===== src/rtl/ext_irq_arbiter.sv =====
// External interrupt arbiter.
// Each source has a gateway: idle, then pending, then in flight. The highest-priority pending,
// enabled source above the threshold drives irq_o. Software claims and completes interrupts
// through a small word-addressed register port.
module ext_irq_arbiter #(
    parameter int unsigned N_SRC  = 8,  // 1..15; IDs are 1..N_SRC and ID 0 means "none"
    parameter int unsigned PRIO_W = 3
) (
    input  logic             clk_i,
    input  logic             rst_i,
    input  logic [N_SRC-1:0] src_i,
    input  logic             req_i,
    input  logic             we_i,
    input  logic [7:0]       addr_i,
    input  logic [31:0]      wdata_i,
    output logic [31:0]      rdata_o,
    output logic             ack_o,
    output logic             irq_o
);

    // Word addresses (byte address >> 2). Priority words are 1..N_SRC.
    localparam logic [5:0] WordPend  = 6'h10;
    localparam logic [5:0] WordEn    = 6'h11;
    localparam logic [5:0] WordThr   = 6'h12;
    localparam logic [5:0] WordClaim = 6'h13;

    // Per-source state. Bit k of each vector is source ID k+1.
    logic [N_SRC-1:0]  pending_q, pending_d;
    logic [N_SRC-1:0]  inflight_q, inflight_d;
    logic [N_SRC-1:0]  enable_q, enable_d;
    logic [PRIO_W-1:0] prio_q [N_SRC];
    logic [PRIO_W-1:0] prio_d [N_SRC];
    logic [PRIO_W-1:0] thresh_q, thresh_d;

    // Bus response and interrupt output registers.
    logic [31:0] rdata_q, rdata_d;
    logic        ack_q;
    logic        irq_q, irq_d;

    // Arbitration result.
    logic [N_SRC-1:0]  cand;
    logic [3:0]        best_id;
    logic [PRIO_W-1:0] best_prio;

    // Bus decode.
    logic [5:0] word_addr;
    logic       acc_rd;
    logic       acc_wr;
    logic       claim;
    logic       complete;

    // Address byte-offset bits and the unused upper write-data bits are intentionally ignored.
    logic unused_bits;
    assign unused_bits = ^{addr_i[1:0], wdata_i};

    assign word_addr = addr_i[7:2];
    assign acc_rd    = req_i & ~we_i;
    assign acc_wr    = req_i & we_i;
    assign claim     = acc_rd && (word_addr == WordClaim);
    assign complete  = acc_wr && (word_addr == WordClaim);

    // Pick the highest-priority candidate. The ascending scan with a strict compare
    // keeps the lowest ID on ties.
    always_comb begin
        best_id   = 4'd0;
        best_prio = '0;
        cand      = '0;
        for (int k = 0; k < int'(N_SRC); k++) begin
            cand[k] = pending_q[k] & enable_q[k] & (prio_q[k] > thresh_q);
            if (cand[k] && (prio_q[k] > best_prio)) begin
                best_id   = 4'(k + 1);
                best_prio = prio_q[k];
            end
        end
    end

    // Gateway next state. src_i is only looked at while a source is idle, so a claim
    // always wins over a simultaneous src_i, and a completed source that is still
    // asserting re-pends one edge later.
    always_comb begin
        pending_d  = pending_q;
        inflight_d = inflight_q;
        for (int k = 0; k < int'(N_SRC); k++) begin
            if (pending_q[k]) begin
                if (claim && (best_id == 4'(k + 1))) begin
                    pending_d[k]  = 1'b0;
                    inflight_d[k] = 1'b1;
                end
            end else if (inflight_q[k]) begin
                if (complete && (wdata_i[3:0] == 4'(k + 1))) begin
                    inflight_d[k] = 1'b0;
                end
            end else if (src_i[k]) begin
                pending_d[k] = 1'b1;
            end
        end
    end

    // Configuration register writes: priorities, enable mask and threshold.
    always_comb begin
        prio_d   = prio_q;
        enable_d = enable_q;
        thresh_d = thresh_q;
        if (acc_wr) begin
            for (int k = 0; k < int'(N_SRC); k++) begin
                if (word_addr == 6'(k + 1)) begin
                    prio_d[k] = wdata_i[PRIO_W-1:0];
                end
            end
            if (word_addr == WordEn) begin
                // Bit 0 of the mask (ID 0) has no storage, so it always reads 0.
                for (int k = 0; k < int'(N_SRC); k++) begin
                    enable_d[k] = wdata_i[k+1];
                end
            end
            if (word_addr == WordThr) begin
                thresh_d = wdata_i[PRIO_W-1:0];
            end
        end
    end

    // Read data mux. It is registered with ack and held at 0 when there is no read.
    always_comb begin
        rdata_d = '0;
        if (acc_rd) begin
            for (int k = 0; k < int'(N_SRC); k++) begin
                if (word_addr == 6'(k + 1)) begin
                    rdata_d[PRIO_W-1:0] = prio_q[k];
                end
            end
            if (word_addr == WordPend) begin
                for (int k = 0; k < int'(N_SRC); k++) begin
                    rdata_d[k+1] = pending_q[k];
                end
            end
            if (word_addr == WordEn) begin
                for (int k = 0; k < int'(N_SRC); k++) begin
                    rdata_d[k+1] = enable_q[k];
                end
            end
            if (word_addr == WordThr) begin
                rdata_d[PRIO_W-1:0] = thresh_q;
            end
            if (word_addr == WordClaim) begin
                rdata_d[3:0] = best_id;
            end
        end
    end

    // Interrupt request follows the current arbitration result by one cycle.
    always_comb begin
        irq_d = (best_id != 4'd0);
    end

    // State registers. The synchronous reset drops any in-flight claim.
    always_ff @(posedge clk_i) begin
        if (rst_i) begin
            pending_q  <= '0;
            inflight_q <= '0;
            enable_q   <= '0;
            thresh_q   <= '0;
            rdata_q    <= '0;
            ack_q      <= 1'b0;
            irq_q      <= 1'b0;
            for (int k = 0; k < int'(N_SRC); k++) begin
                prio_q[k] <= '0;
            end
        end else begin
            pending_q  <= pending_d;
            inflight_q <= inflight_d;
            enable_q   <= enable_d;
            thresh_q   <= thresh_d;
            rdata_q    <= rdata_d;
            ack_q      <= req_i;
            irq_q      <= irq_d;
            for (int k = 0; k < int'(N_SRC); k++) begin
                prio_q[k] <= prio_d[k];
            end
        end
    end

    assign rdata_o = rdata_q;
    assign ack_o   = ack_q;
    assign irq_o   = irq_q;

endmodule


===== config.mk =====
export PLATFORM = sky130hd
export DESIGN_NAME = ext_irq_arbiter
export DESIGN_NICKNAME = d
export VERILOG_FILES = /design/src/rtl/ext_irq_arbiter.sv
export SDC_FILE = /design/constraint.sdc
export NUM_CORES = 1
export LEC_CHECK = 0
export ABC_AREA = 0
export BUFFER_PORTS_ARGS = -buffer_cell sky130_fd_sc_hd__buf_2
export CORE_ASPECT_RATIO = 1.75
export CORE_MARGIN = 2
export CORE_UTILIZATION = 50
export DETAILED_ROUTE_END_ITERATION = 12
export PLACE_DENSITY = 0.69
export SYNTH_ARGS = -nofsm -noshare
export SYNTH_HDL_FRONTEND = slang
export SYNTH_SLANG_ARGS = --single-unit

===== constraint.sdc =====
create_clock -name clk_i -period 15.2 [get_ports clk_i]
set_clock_uncertainty 0.1 [all_clocks]
set_input_delay 2.28 -clock clk_i [delete_from_list [all_inputs] [get_ports clk_i]]
set_output_delay 2.28 -clock clk_i [all_outputs]
set_load 0.02 [all_outputs]

* After elaboration in Yosys (flattened, before gate mapping) *
Cells that the tools add are included.

word-level totals
  register bits after elaboration = 85
  output and inout bits = 34
  bits of input ports = 52
  logic and storage cells = 224

operators by class
  magnitude comparators = 16
  equality and inequality tests = 36
  bitwise logic cells = 20
  reduce and logical (&&, ||, !) cells = 38
  muxes and demuxes = 91

operator list
  operator                                                                         number
  1-bit two-way mux                                                                65
  3-bit two-way mux                                                                16
  3-bit greater-than comparator                                                    15
  4-bit by 3-bit equality test with 1-bit output, second input constant            8
  4-bit two-way mux                                                                8
  1-bit logical AND                                                                26
  6-bit by 3-bit equality test with 1-bit output, second input constant            4
  6-bit by 5-bit equality test with 1-bit output, second input constant            4
  2-bit AND reduction                                                              10
  1-bit bitwise AND                                                                18
  4-bit by 2-bit equality test with 1-bit output, second input constant            4
  8-bit two-way mux                                                                2
  2-bit by 1-bit != test with 1-bit output, second input constant                  8
  6-bit by 2-bit equality test with 1-bit output, second input constant            2
  4-bit by 1-bit equality test with 1-bit output, second input constant            2
  4-bit equality test, second input constant                                       2
  6-bit by 1-bit equality test with 1-bit output, second input constant            1
  6-bit by 4-bit equality test with 1-bit output, second input constant            1
  4-bit nonzero test                                                               1
  3-bit by 1-bit greater-than comparator with 1-bit output, second input constant  1
  1-bit inverter                                                                   2
  2-bit OR reduction                                                               1

* Logic depth before layout (Yosys ltp) *
Gate-level depths: netlist of the first run.

  depth in word-level cells = 29
  mapped depth = 57
  depth with buffers taken out = 57

* Worst setup path after synthesis of the first run *
Ideal clock, no wire load.

  path kind = flip-flop to flip-flop
  start = register thresh_q[2]
  end = register inflight_q[3]
  path slack = 4,729 ps
  required time = 15,004 ps
  cell stages (with the launch flop) = 56
  clock period less this slack = 10,471 ps
  buffers on the path = 1
  arrival time = 10,276 ps
  setup time = 96 ps
  path through = dfxtp_1 inv_1 ha_1 o211ai_2 a31oi_4 and2_2 nand2_1 ha_1 nand3b_2 a22oi_4 nand3_2 mux2_2 ha_1 nand3_1 and4_1 and2_1 a311oi_4 o21bai_1 (+20 left out) maj3_2 a221oi_2 or2_1 ha_1 nand3_1 nand4_1 nor3_1 clkbuf_1 nand2_1 o31a_1 ha_1 a21o_1 a21oi_1 nor3_1 nand2b_1 nor2_1 nand2_1 o41ai_2

on the way
  longest elaborated chain between the ends = 28
  elaborated cells on any way between the ends = 49
  classes of those cells = 15 x order compare; 2 x eq/ne; 15 x mux; 8 x bitwise; 9 x reduce/logical

ends and longest elaborated chain
  item                                                  RTL line  RTL
  start, declared                                       33        logic [PRIO_W-1:0] thresh_q, thresh_d;
  start signal, assigned                                172       thresh_q <= thresh_d;
  3-bit greater-than comparator                         69        cand[k] = pending_q[k] & enable_q[k] & (prio_q[k] > thresh_q);
  1-bit bitwise AND                                     69
  1-bit logical AND                                     70        if (cand[k] && (prio_q[k] > best_prio)) begin
  3-bit two-way mux                                     70
  3-bit greater-than comparator                         70
  1-bit logical AND                                     70
  3-bit two-way mux                                     70
  3-bit greater-than comparator                         70
  (+12 left out)                                        -
  1-bit logical AND                                     70
  3-bit two-way mux                                     70
  3-bit greater-than comparator                         70
  1-bit logical AND                                     70
  4-bit two-way mux *                                   70
  4-bit by 3-bit equality test with 1-bit output *      85        if (claim && (best_id == 4'(k + 1))) begin
  1-bit logical AND *                                   85
  2-bit by 1-bit != test with 1-bit output (no line) *  -
  end signal, assigned                                  170       inflight_q <= inflight_d;
  end, declared                                         29        logic [N_SRC-1:0] inflight_q, inflight_d;

Every way passes the cells marked *; elsewhere a longest branch is shown, timed or not.
A chain may end at the register's enable or synchronous reset.

* Worst setup path in the final report of the first run *
  start = register thresh_q[2]
  end = register inflight_q[0]

on the way
  longest elaborated chain between the ends = 28
  elaborated cells on any way between the ends = 49
  classes of those cells = 15 x order compare; 2 x eq/ne; 15 x mux; 8 x bitwise; 9 x reduce/logical

ends and longest elaborated chain
  item                                                  RTL line
  3-bit greater-than comparator                         69
  1-bit bitwise AND                                     69
  1-bit logical AND                                     70
  3-bit two-way mux                                     70
  3-bit greater-than comparator                         70
  1-bit logical AND                                     70
  3-bit two-way mux                                     70
  3-bit greater-than comparator                         70
  (+12 left out)                                        -
  1-bit logical AND                                     70
  3-bit two-way mux                                     70
  3-bit greater-than comparator                         70
  1-bit logical AND                                     70
  4-bit two-way mux *                                   70
  4-bit by 1-bit equality test with 1-bit output *      85
  1-bit logical AND *                                   85
  2-bit by 1-bit != test with 1-bit output (no line) *  -

Marked as above.

==> key figures, run 1 <==
STA
  • Relative slew slack: 0.170
  • Max Fclk: 82.5 MHz
  • Minimum clock period: around 12 ns
  • Final setup fails: 0
  • Final hold violation count: 0
  • Least-Margin Pin Slew: 1.24 ns
  • Crit share post-route: 0.798
  • Setup TNS: 0 ns
  • Count of pins over their slew limit: 0
  • RSZ-0062 raised after global routing: false

Die
  • Core ar.: 8670 um2
  • Die Area: 9720 um2
  • Num rows: 45
  • Num ports: 86
  • Die width: roughly 75 um
  • Initial Util: 0.514
  • Chip Height: 129 um

Synth
  • Post-synth cell types: 74
  • Post-Syn Instances: 528
  • Mean Syn Cell Area: 8.44 um2
  • Async SR Flop Fraction: 0
  • Top-area cell type share of the netlist area: 0.278
  • Synth area leaders: dfxtp_1, ha_1, mux2i_1
  • Ys Warns: 0
  • Top_reg_cell synth: dfxtp_1
  • Synth Cell Area: around 4500 um2
  • Cell with the most instances after synthesis: dfxtp_1
  • Post-synth top cells: dfxtp_1, nor2_1, ha_1
  • Yosys top cell by area: dfxtp_1
  • Synth Register Bits: 62
  • Number of flops mapped to enable cells by yosys: 0
  • Share of the yosys chip area belonging to registers: 0.278

Critical path
  • Critical path startpoint category: flip-flop
  • Critical Path RT: 15.33 ns
  • Crit. End Element: flip-flop
  • R2R depth: 55
  • Worst EP arrival: 12.25 ns
  • Reg2reg start: thresh_q[2]$_SDFFE_PP0P_
  • Slowest stage cell, crit path: nor3_1
  • CP Class: reg2reg
  • Critical Path Fanout Max: 13
  • Critical R2R Capture: inflight_q[0]$_SDFFE_PP0P_
  • Slowest stage delay, CP: around 0.50 ns
  • Most frequent CP cell: ha_1
  • Reg-to-reg slack, setup: between 3 and 4 ns

Clocking
  • Clock Sinks: 62
  • Post_cts resized: 0
  • CTS buffer count: 9
  • Clk root buf: clkbuf_16
  • CTS Buffer Depth: 2
  • CTS tree: built
  • Post CTS Setup Buffer Count: 0
  • Number of H-tree levels: 3
  • Clock slew at reported path FFs: ~0.060 ns
  • Skew-Pair Late Insertion Delay: 0.34 ns
  • # hold bufs at CTS: 0

Route
  • DRC errors left: 0
  • WL per Instance: approximately 19 um
  • Via-to-Cell Ratio: 6.14
  • Antenna Nets Post-Route: 0
  • Drt first pass iters: 5
  • DR iter-0 viols: 298
  • Post-Route WL: 12800 um
  • Vias: roughly 4200

Power
  • Tot Pwr: 433 uW
  • Peak supply drop: 0.0000873 V
  • Pwr dens: a little under 90 nW/um2
  • Lkg Pwr: around 2 nW

Layout
  • Finished Layout Cells: 681
  • Share of layout cells above drive strength 1: 0.165
  • Nets: 652
  • Antenna diodes: 0
  • Layout area overhead: 11.9%
  • Final Cell Area: 4990 um2

Global route
  • GRT Total Usage: 0.281
  • Total grt overflow: 0
  • Initial antenna violation count: 0
  • First-pass GRT wire length: 20500 um
  • Largest net degree at the start of global routing: 49
  • Vias in the first global route: slightly above 4000

Run status
  • Outcome: finished clean

Hold path
  • Hold Path Depth: 2
  • End of the worst hold path: inflight_q[6]$_SDFFE_PP0P_
  • Hold Path Class: reg2reg
  • Hold_sp: inflight_q[6]$_SDFFE_PP0P_

Placement
  • Final Wtd Congestion: about 0.95
  • Detail Placement HPWL: 9610 um
  • Placed Area: between 4000 and 5000 um2
  • Port-buffer cells: 37
  • Placed cell count: 665

Job
  • Max Cap Violations: 0
## state kept, by name (all words and copies together), names as in the netlist
name,count
ack_o,1
enable_q,8
inflight_q,8
irq_o,1
pending_q,8
prio_q,24
rdata_o,9
thresh_q,3
## worst max-delay path, delay by kind of cell, from the launching register on
family,cells,cell delay (ns)
multiplexers,3,1.07
AO/OA/AOI/OAI,15,3.15
AND/OR/NAND/NOR,26,4.00
adder cells (fa/ha/maj),9,2.78
flip-flops,1,0.36
buffers and inverters,2,0.53
## worst max-delay path by stage
stage / endpoint / start / slack [ns]
floorplan: inflight_q[3]$_SDFFE_PP0P_ / thresh_q[2]$_SDFFE_PP0P_ / 4.73
global placement: pending_q[4]$_SDFF_PP0_ / thresh_q[2]$_SDFFE_PP0P_ / 3.49
detailed placement: inflight_q[0]$_SDFFE_PP0P_ / thresh_q[2]$_SDFFE_PP0P_ / 3.29
CTS: inflight_q[0]$_SDFFE_PP0P_ / thresh_q[2]$_SDFFE_PP0P_ / 3.21
global route: pending_q[0]$_SDFF_PP0_ / thresh_q[2]$_SDFFE_PP0P_ / 2.52
finish: inflight_q[0]$_SDFFE_PP0P_ / thresh_q[2]$_SDFFE_PP0P_ / 3.07
## cell usage in the layout (no fill, tap or decap), drive strengths merged, types with 5 or more instances in the layout
cell type,count
o31ai,6
mux2,8
a22oi,8
a31oi,6
nand4,5
or2,5
nand3,20
nor2b,11
nand2,40
dfxtp,62
clkbuf,9
nand3b,9
o21ai,38
a21o,5
o311ai,6
nor3,7
ha,41
nor2,57
buf,38
mux2i,29
conb,23
a21oi,40
inv,26
## through the flow
stage	worst slack, ns	utilization	hold WS (ns)
floorplan	4.73	-	0.349
global placement	3.49	0.535	0.359
detailed placement	3.29	0.535	0.371
CTS	3.21	0.575	0.379
global route	2.52	0.575	0.407
finish	3.07	0.575	0.376
## power by group
part | leakage (nW) | total, mW | switching (mW) | internal, mW
clock network | 0.166 | 0.239 | 0.0783 | 0.161
registers | 0.502 | 0.167 | 0.00285 | 0.165
logic | 1.29 | 0.0267 | 0.0192 | 0.00749
## cell families after synthesis
kind of cell / after synthesis / synth area share
simple gates: 177 / 0.203
fa+ha+maj: 43 / 0.120
flops: 62 / 0.278
compound gates: 141 / 0.228
buf+inv: 65 / 0.0741
other cells: 1 / 0.000841
mux: 39 / 0.0954
## routing by layer
layer	GRT usage	share of wire	vias up
met5	0	0	-
met4	0.194	0.061	0
li1	-	-	1959
met2	0.474	0.51	183
met3	0.0439	0.050	46
met1	0.309	0.38	1991
## area by class of cell
| type | count | area, um2 |
|---|---|---|
| Multi-Input combinational cell | 423 | 2970 |
| Clock buffer | 9 | 225 |
| Inverter | 25 | 93.8 |
| Tap cell | 117 | 146 |
| Fill cell | 809 | 3680 |
| Clock inverter | 7 | 120 |
| Timing Repair Buffer | 38 | 193 |
| Sequential cell | 62 | 1240 |
Note: power is estimated with default switching activity, not from simulation.
==> run 2: changes to the inputs <==
==> constraint.sdc (replaced) <==
create_clock -name clk_i -period 11.2 [get_ports clk_i]
set_clock_uncertainty 0.1 [all_clocks]
set_input_delay 1.68 -clock clk_i [delete_from_list [all_inputs] [get_ports clk_i]]
set_output_delay 1.68 -clock clk_i [all_outputs]
set_load 0.02 [all_outputs]
==> key figures, run 2 (synthesis results as in run 1) <==
Power
  • Lkg Pwr: 2.05 nW (+4.6%)
  • Peak supply drop: 0.000117 V (+34%)
  • Pwr dens: 105 nW/um2 (+21%)
  • Tot Pwr: 547 uW (+26%)

Clocking
  • # hold bufs at CTS: 0 (unchanged)
  • CTS buffer count: 9 (unchanged)
  • CTS Buffer Depth: 2 (unchanged)
  • Clock slew at reported path FFs: 0.05 ns (about the same)
  • Clock Sinks: 62 (unchanged)
  • Clk root buf: clkbuf_16
  • CTS tree: built
  • Number of H-tree levels: 3 (unchanged)
  • Skew-Pair Late Insertion Delay: 0.34 ns (about the same)

Layout
  • Commonest cells after routing, fill and taps aside: dfxtp_1, nor2_1, ha_1
  • Share of layout cells above drive strength 1: 0.213 (+0.0478)
  • Largest register FFs: 24 (unchanged)
  • Final Util: 0.600 (+0.0247)
  • Commonest non-fill, non-tap cell in the layout: dfxtp_1
  • Antenna diodes: 0 (unchanged)
  • Layout area overhead: 16.7%
  • Nets: 671 (+2.9%)
  • Most flops, register: prio_q

Hold path
  • End of the worst hold path: inflight_q[6]$_SDFFE_PP0P_
  • Hold Path Depth: 2 (unchanged)
  • Hold Path Class: reg2reg
  • Hold_sp: inflight_q[6]$_SDFFE_PP0P_

STA
  • Minimum clock period: 10.82 ns (-1.30 ns)
  • Count of pins over their slew limit: 0 (unchanged)
  • Crit share post-route: 0.966 (+0.169)
  • Hold_ws: 0.380 ns (+0.00401 ns)
  • Final hold violation count: 0 (unchanged)
  • Final setup fails: 0 (unchanged)
  • Least-Margin Pin Slew: 1.25 ns (+0.00856 ns)
  • Max Fclk: 92.4 MHz (+12%)
  • Relative slew slack: 0.164 (-0.00573)

Route
  • Drt first pass iters: 5 (unchanged)
  • DRC errors left: 0 (unchanged)
  • Antenna Nets Post-Route: 0 (unchanged)
  • Post-Route WL: 13200 um (+3.3%)
  • DR iter-0 viols: 300 (+0.67%)
  • Via-to-Cell Ratio: 6.13 (about the same)
  • WL per Instance: 18.9 um (+0.46%)
  • Vias: 4293 (+2.7%)

Critical path
  • Most frequent CP cell: ha_1
  • Critical Path RT: 11.34 ns (-3.99 ns)
  • Slowest stage cell, crit path: mux2_2
  • Crit. End Element: flip-flop
  • Delay-heaviest family, CP: compound AO/OA/AOI/OAI gates
  • R2R depth: 58 (+5.5%)
  • Crit path buf inv count: 5 (+3)
  • Worst EP arrival: 10.96 ns (-1.29 ns)
  • Reg2reg start: thresh_q[2]$_SDFFE_PP0P_
  • Critical path startpoint category: flip-flop
  • CP Class: reg2reg
  • Stages on worst setup path: 58 (+5.5%)
  • Critical Path Fanout Max: 7 (-6)
  • Reg-to-reg slack, setup: 0.38 ns (-2.70 ns)
  • Critical R2R Capture: inflight_q[3]$_SDFFE_PP0P_
  • Slowest stage delay, CP: 0.37 ns (-0.13 ns)

Die
  • Num rows: 45 (unchanged)
  • Die width: 75.4 um (unchanged)
  • Num ports: 86 (unchanged)
  • Initial Util: 0.514 (unchanged)
  • Die Area: 9720 um2 (unchanged)
  • Chip Height: 129 um (unchanged)
  • Core ar.: 8670 um2 (unchanged)

Global route
  • Total grt overflow: 0 (unchanged)
  • Vias in the first global route: 4219 (+1.6%)
  • First-pass GRT wire length: 20600 um (+0.17%)
  • Largest net degree at the start of global routing: 49 (unchanged)
  • Initial antenna violation count: 0 (unchanged)
  • GRT Total Usage: 0.282 (+0.00191)

Placement
  • Port-buffer cells: 37 (unchanged)
  • Final Wtd Congestion: 0.980 (+3.5%)
  • Detail Placement HPWL: 9680 um (+0.73%)

Run status
  • Outcome: finished clean

Job
  • Max Cap Violations: 0 (unchanged)
-- run 2: per-stage QoR --
stage                     setup TNS, ns  instance area [um2]  setup slack [ns]  cells
final                                 0                 5200             0.377    700
after CTS                             0                 5040             0.121    694
after floorplan                       0                 4540             0.729    550
after global placement                0                 4740             0.433    678
after global routing              -1.06                 5200            -0.182    700
after detailed placement              0                 4740             0.235    678
-- run 2: metal layers --
metal | vias to the layer above | share of wire | global-route usage
met1 | 2029 | 0.36 | 0.302
met3 | 56 | 0.060 | 0.0407
met5 | - | 0 | 0
met4 | 0 | 0.065 | 0.198
met2 | 207 | 0.51 | 0.487
li1 | 2001 | - | -
-- run 2: repair_timing --
action                     CTS  global route
gates resized for setup      0            22
setup endpoints to repair    0            21
setup buffers                0             6
-- run 2: how the worst max path moves through the flow --
stage | slack (ns) | end | startpoint
after floorplan | 0.73 | inflight_q[3]$_SDFFE_PP0P_ | thresh_q[2]$_SDFFE_PP0P_
after global routing | -0.18 | inflight_q[3]$_SDFFE_PP0P_ | thresh_q[1]$_SDFFE_PP0P_
final | 0.38 | inflight_q[3]$_SDFFE_PP0P_ | thresh_q[2]$_SDFFE_PP0P_
after global placement | 0.43 | inflight_q[0]$_SDFFE_PP0P_ | thresh_q[2]$_SDFFE_PP0P_
after detailed placement | 0.23 | pending_q[4]$_SDFF_PP0_ | thresh_q[2]$_SDFFE_PP0P_
after CTS | 0.12 | pending_q[4]$_SDFF_PP0_ | thresh_q[2]$_SDFFE_PP0P_
-- run 2: where the power goes --
group / internal [mW] / leakage [nW] / switching [mW]
registers: 0.223 / 0.502 / 0.00367
clock network: 0.183 / 0.152 / 0.100
logic: 0.0104 / 1.40 / 0.0263
-- run 2: cell type report --
type	instances	area, um2
fillers	783	3470
repair buffers	57	335
flip-flops and latches	62	1240
well taps	117	146
multi-input cells	423	3080
inverters	25	93.8
clock inverters	4	45.0
clock buffers	12	256
-- run 2: worst register-to-register path, delay by kind of cell (launching register included) --
kind	cells	cell delay, ns
adders and majority gates	9	2.50
buffers and inverters	5	0.59
AOI/OAI and AO/OA	21	3.72
and+or+nand+nor	21	2.83
DFF	1	0.35
muxes	2	0.67
==> run 3: changes to the inputs <==
--- a/config.mk
+++ b/config.mk
@@ -12,6 +12,7 @@
 export CORE_UTILIZATION = 50
 export DETAILED_ROUTE_END_ITERATION = 12
 export PLACE_DENSITY = 0.69
+export REMOVE_ABC_BUFFERS = 1
 export SYNTH_ARGS = -nofsm -noshare
 export SYNTH_HDL_FRONTEND = slang
 export SYNTH_SLANG_ARGS = --single-unit
==> constraint.sdc (replaced) <==
create_clock -name clk_i -period 11.3 [get_ports clk_i]
set_clock_uncertainty 0.1 [all_clocks]
set_input_delay 1.695 -clock clk_i [delete_from_list [all_inputs] [get_ports clk_i]]
set_output_delay 1.695 -clock clk_i [all_outputs]
set_load 0.02 [all_outputs]
==> key figures, run 3 (synthesis results as in run 1) <==
Power
  • Tot Pwr: 542 uW (-0.79%)
  • Net Sw Frac: 0.236 (-0.00192)
  • Pwr dens: 103 nW/um2 (-2.0%)
  • Lkg Pwr: 2.06 nW (+0.34%)
  • Sequential power share: 0.415 (about the same)
  • Clock Power Share: 0.517 (about the same)
  • Psw: 128 uW (-1.6%)
  • Peak supply drop: 0.000101 V (-13%)
  • Comb power frac: 0.069 (+0.002)
  • Internal: 415 uW (-0.54%)

Layout
  • Nets: 673 (+0.30%)
  • Layout fillers: 800 (+2.2%)
  • Commonest cells after routing, fill and taps aside: dfxtp_1, nor2_1, ha_1
  • Largest register FFs: 24 (unchanged)
  • Share of layout cells above drive strength 1: 0.229 (+0.0164)
  • Commonest non-fill, non-tap cell in the layout: dfxtp_1
  • Most flops, register: prio_q
  • Layout area overhead: 18.2%
  • Finished Layout Cells: 703 (+0.43%)

Route
  • Met3 wire length: 628 um (-21%)
  • Drt first pass iters: 5 (unchanged)
  • DRC errors left: 0 (unchanged)
  • Max Used Layer: met4
  • DR iter-0 viols: 334 (+11%)
  • WL per Instance: 18.7 um (-1.1%)
  • Post-Route WL: 13100 um (-0.69%)
  • Via-to-Cell Ratio: 6.00 (-2.2%)
  • Met2 WL: 6860 um (+0.88%)
  • Vias: 4218 (-1.7%)
  • Antenna Nets Post-Route: 0 (unchanged)
  • M1 WL: 4830 um (+1.3%)

Job
  • Max Cap Violations: 0 (unchanged)

STA
  • Crit share post-route: 0.955 (-0.0112)
  • Least-Margin Pin Slew: 1.20 ns (-0.0519 ns)
  • Minimum clock period: 10.79 ns (-0.0302 ns)
  • Final setup fails: 0 (unchanged)
  • Fin worst setup slack: 0.507 ns (+0.130 ns)
  • Final hold violation count: 0 (unchanged)
  • Relative slew slack: 0.199 (+0.0348)
  • Setup TNS: 0 ns (unchanged)
  • Count of pins over their slew limit: 0 (unchanged)
  • Hold_ws: 0.374 ns (-0.00626 ns)
  • Max Fclk: 92.7 MHz (+0.28%)

Placement
  • Port-buffer cells: 37 (unchanged)
  • Detail Placement HPWL: 9760 um (+0.84%)
  • Final Wtd Congestion: 0.880 (-10%)
  • Placed cell count: 682 (+0.59%)
  • Setup WS pre-CTS: 0.222 ns (-0.0128 ns)

Critical path
  • Worst EP arrival: 10.94 ns (-0.02 ns)
  • Reg-to-reg slack, setup: 0.51 ns (+0.13 ns)
  • Crit. End Element: flip-flop
  • Critical R2R Capture: inflight_q[1]$_SDFFE_PP0P_
  • Slowest stage delay, CP: 0.35 ns (-0.02 ns)
  • CP Class: reg2reg
  • Reg2reg start: thresh_q[2]$_SDFFE_PP0P_
  • Critical Path RT: 11.44 ns (+0.10 ns)
  • Most frequent CP cell: ha_1
  • Critical Path Fanout Max: 8 (+1)
  • Critical path startpoint category: flip-flop
  • Slowest stage cell, crit path: dfxtp_2
  • R2R depth: 58 (unchanged)

Global route
  • Total grt overflow: 0 (unchanged)
  • GRT Total Usage: 0.283 (+0.000912)
  • Initial antenna violation count: 1 (+1)
  • Vias in the first global route: 4027 (-4.6%)
  • First-pass GRT wire length: 20400 um (-0.94%)
  • Largest net degree at the start of global routing: 49 (unchanged)

Die
  • Die width: 75.4 um (unchanged)
  • Num ports: 86 (unchanged)
  • Die Area: 9720 um2 (unchanged)
  • Num rows: 45 (unchanged)
  • Core ar.: 8670 um2 (unchanged)
  • Chip Height: 129 um (unchanged)
  • Initial Util: 0.514 (unchanged)

Clocking
  • CTS tree: built
  • Number of H-tree levels: 3 (unchanged)
  • CTS buffer count: 9 (unchanged)
  • CTS Buffer Depth: 2 (unchanged)
  • # hold bufs at CTS: 0 (unchanged)
  • Skew-Pair Late Insertion Delay: 0.33 ns (about the same)
  • Clock slew at reported path FFs: 0.05 ns (about the same)
  • Clk root buf: clkbuf_16
  • Clock Sinks: 62 (unchanged)

Hold path
  • Hold_sp: inflight_q[5]$_SDFFE_PP0P_
  • Hold Path Class: reg2reg
  • End of the worst hold path: inflight_q[5]$_SDFFE_PP0P_
  • Hold Path Depth: 2 (unchanged)

Run status
  • Outcome: finished clean
## run 3: worst max path at each step
stage | end | depth (start not counted) | slack [ns] | startpoint
3_3_place_gp | pending_q[3]$_SDFF_PP0_ | 56 | 0.40 | thresh_q[2]$_SDFFE_PP0P_
3_5_place_dp | inflight_q[1]$_SDFFE_PP0P_ | 57 | 0.22 | thresh_q[2]$_SDFFE_PP0P_
6_report | inflight_q[1]$_SDFFE_PP0P_ | 58 | 0.51 | thresh_q[2]$_SDFFE_PP0P_
5_1_grt | inflight_q[1]$_SDFFE_PP0P_ | 58 | -0.08 | thresh_q[1]$_SDFFE_PP0P_
4_1_cts | inflight_q[1]$_SDFFE_PP0P_ | 57 | 0.13 | thresh_q[2]$_SDFFE_PP0P_
2_1_floorplan | inflight_q[0]$_SDFFE_PP0P_ | 52 | 0.46 | thresh_q[2]$_SDFFE_PP0P_
## run 3: layout make-up
type	instances	area, um2	share of cell area
clock inverters	3	42.5	0.00808
repair buffers	59	350	0.0665
multi-input cells	423	3130	0.594
inverters	25	93.8	0.0178
clock buffers	13	260	0.0494
well taps	117	146	0.0278
diodes	1	2.50	0.000475
flip-flops and latches	62	1240	0.236
## run 3: power by group through the flow
stage | sequential, mW | combinational (mW) | clock (mW)
2_1_floorplan | 0.228 | 0.0185 | 0
3_3_place_gp | 0.229 | 0.0356 | 0
3_5_place_dp | 0.229 | 0.0363 | 0
4_1_cts | 0.225 | 0.0365 | 0.282
5_1_grt | 0.225 | 0.0404 | 0.294
6_report | 0.225 | 0.0372 | 0.280
## run 3: routing by layer
metal / vias up / GRT usage
met1: 2003 / 0.312
met4: 0 / 0.184
met5: - / 0
met3: 55 / 0.0423
met2: 156 / 0.486
li1: 2004 / -
## run 3: what timing repair did
| action | 4_1_cts | 5_1_grt |
|---|---|---|
| setup endpoints to repair | 0 | 21 |
| resized for setup | 0 | 34 |
| buffers inserted | 0 | 4 |
## run 3: metrics by stage
stage                      util  cell area [um2]
after CTS                 0.585             5070
final                     0.608             5270
after global placement    0.550             4770
after floorplan               -             4300
after global routing      0.608             5270
after detailed placement  0.550             4770
## run 3: critical path, delay by kind of cell, from the launching register on
| family | cells | cell delay, ns |
|---|---|---|
| AND/OR/NAND/NOR | 26 | 3.31 |
| AO/OA/AOI/OAI | 16 | 2.81 |
| adder cells (fa/ha/maj) | 9 | 2.54 |
| multiplexers | 3 | 0.98 |
| buffers and inverters | 4 | 0.61 |
| flip-flops | 1 | 0.35 |
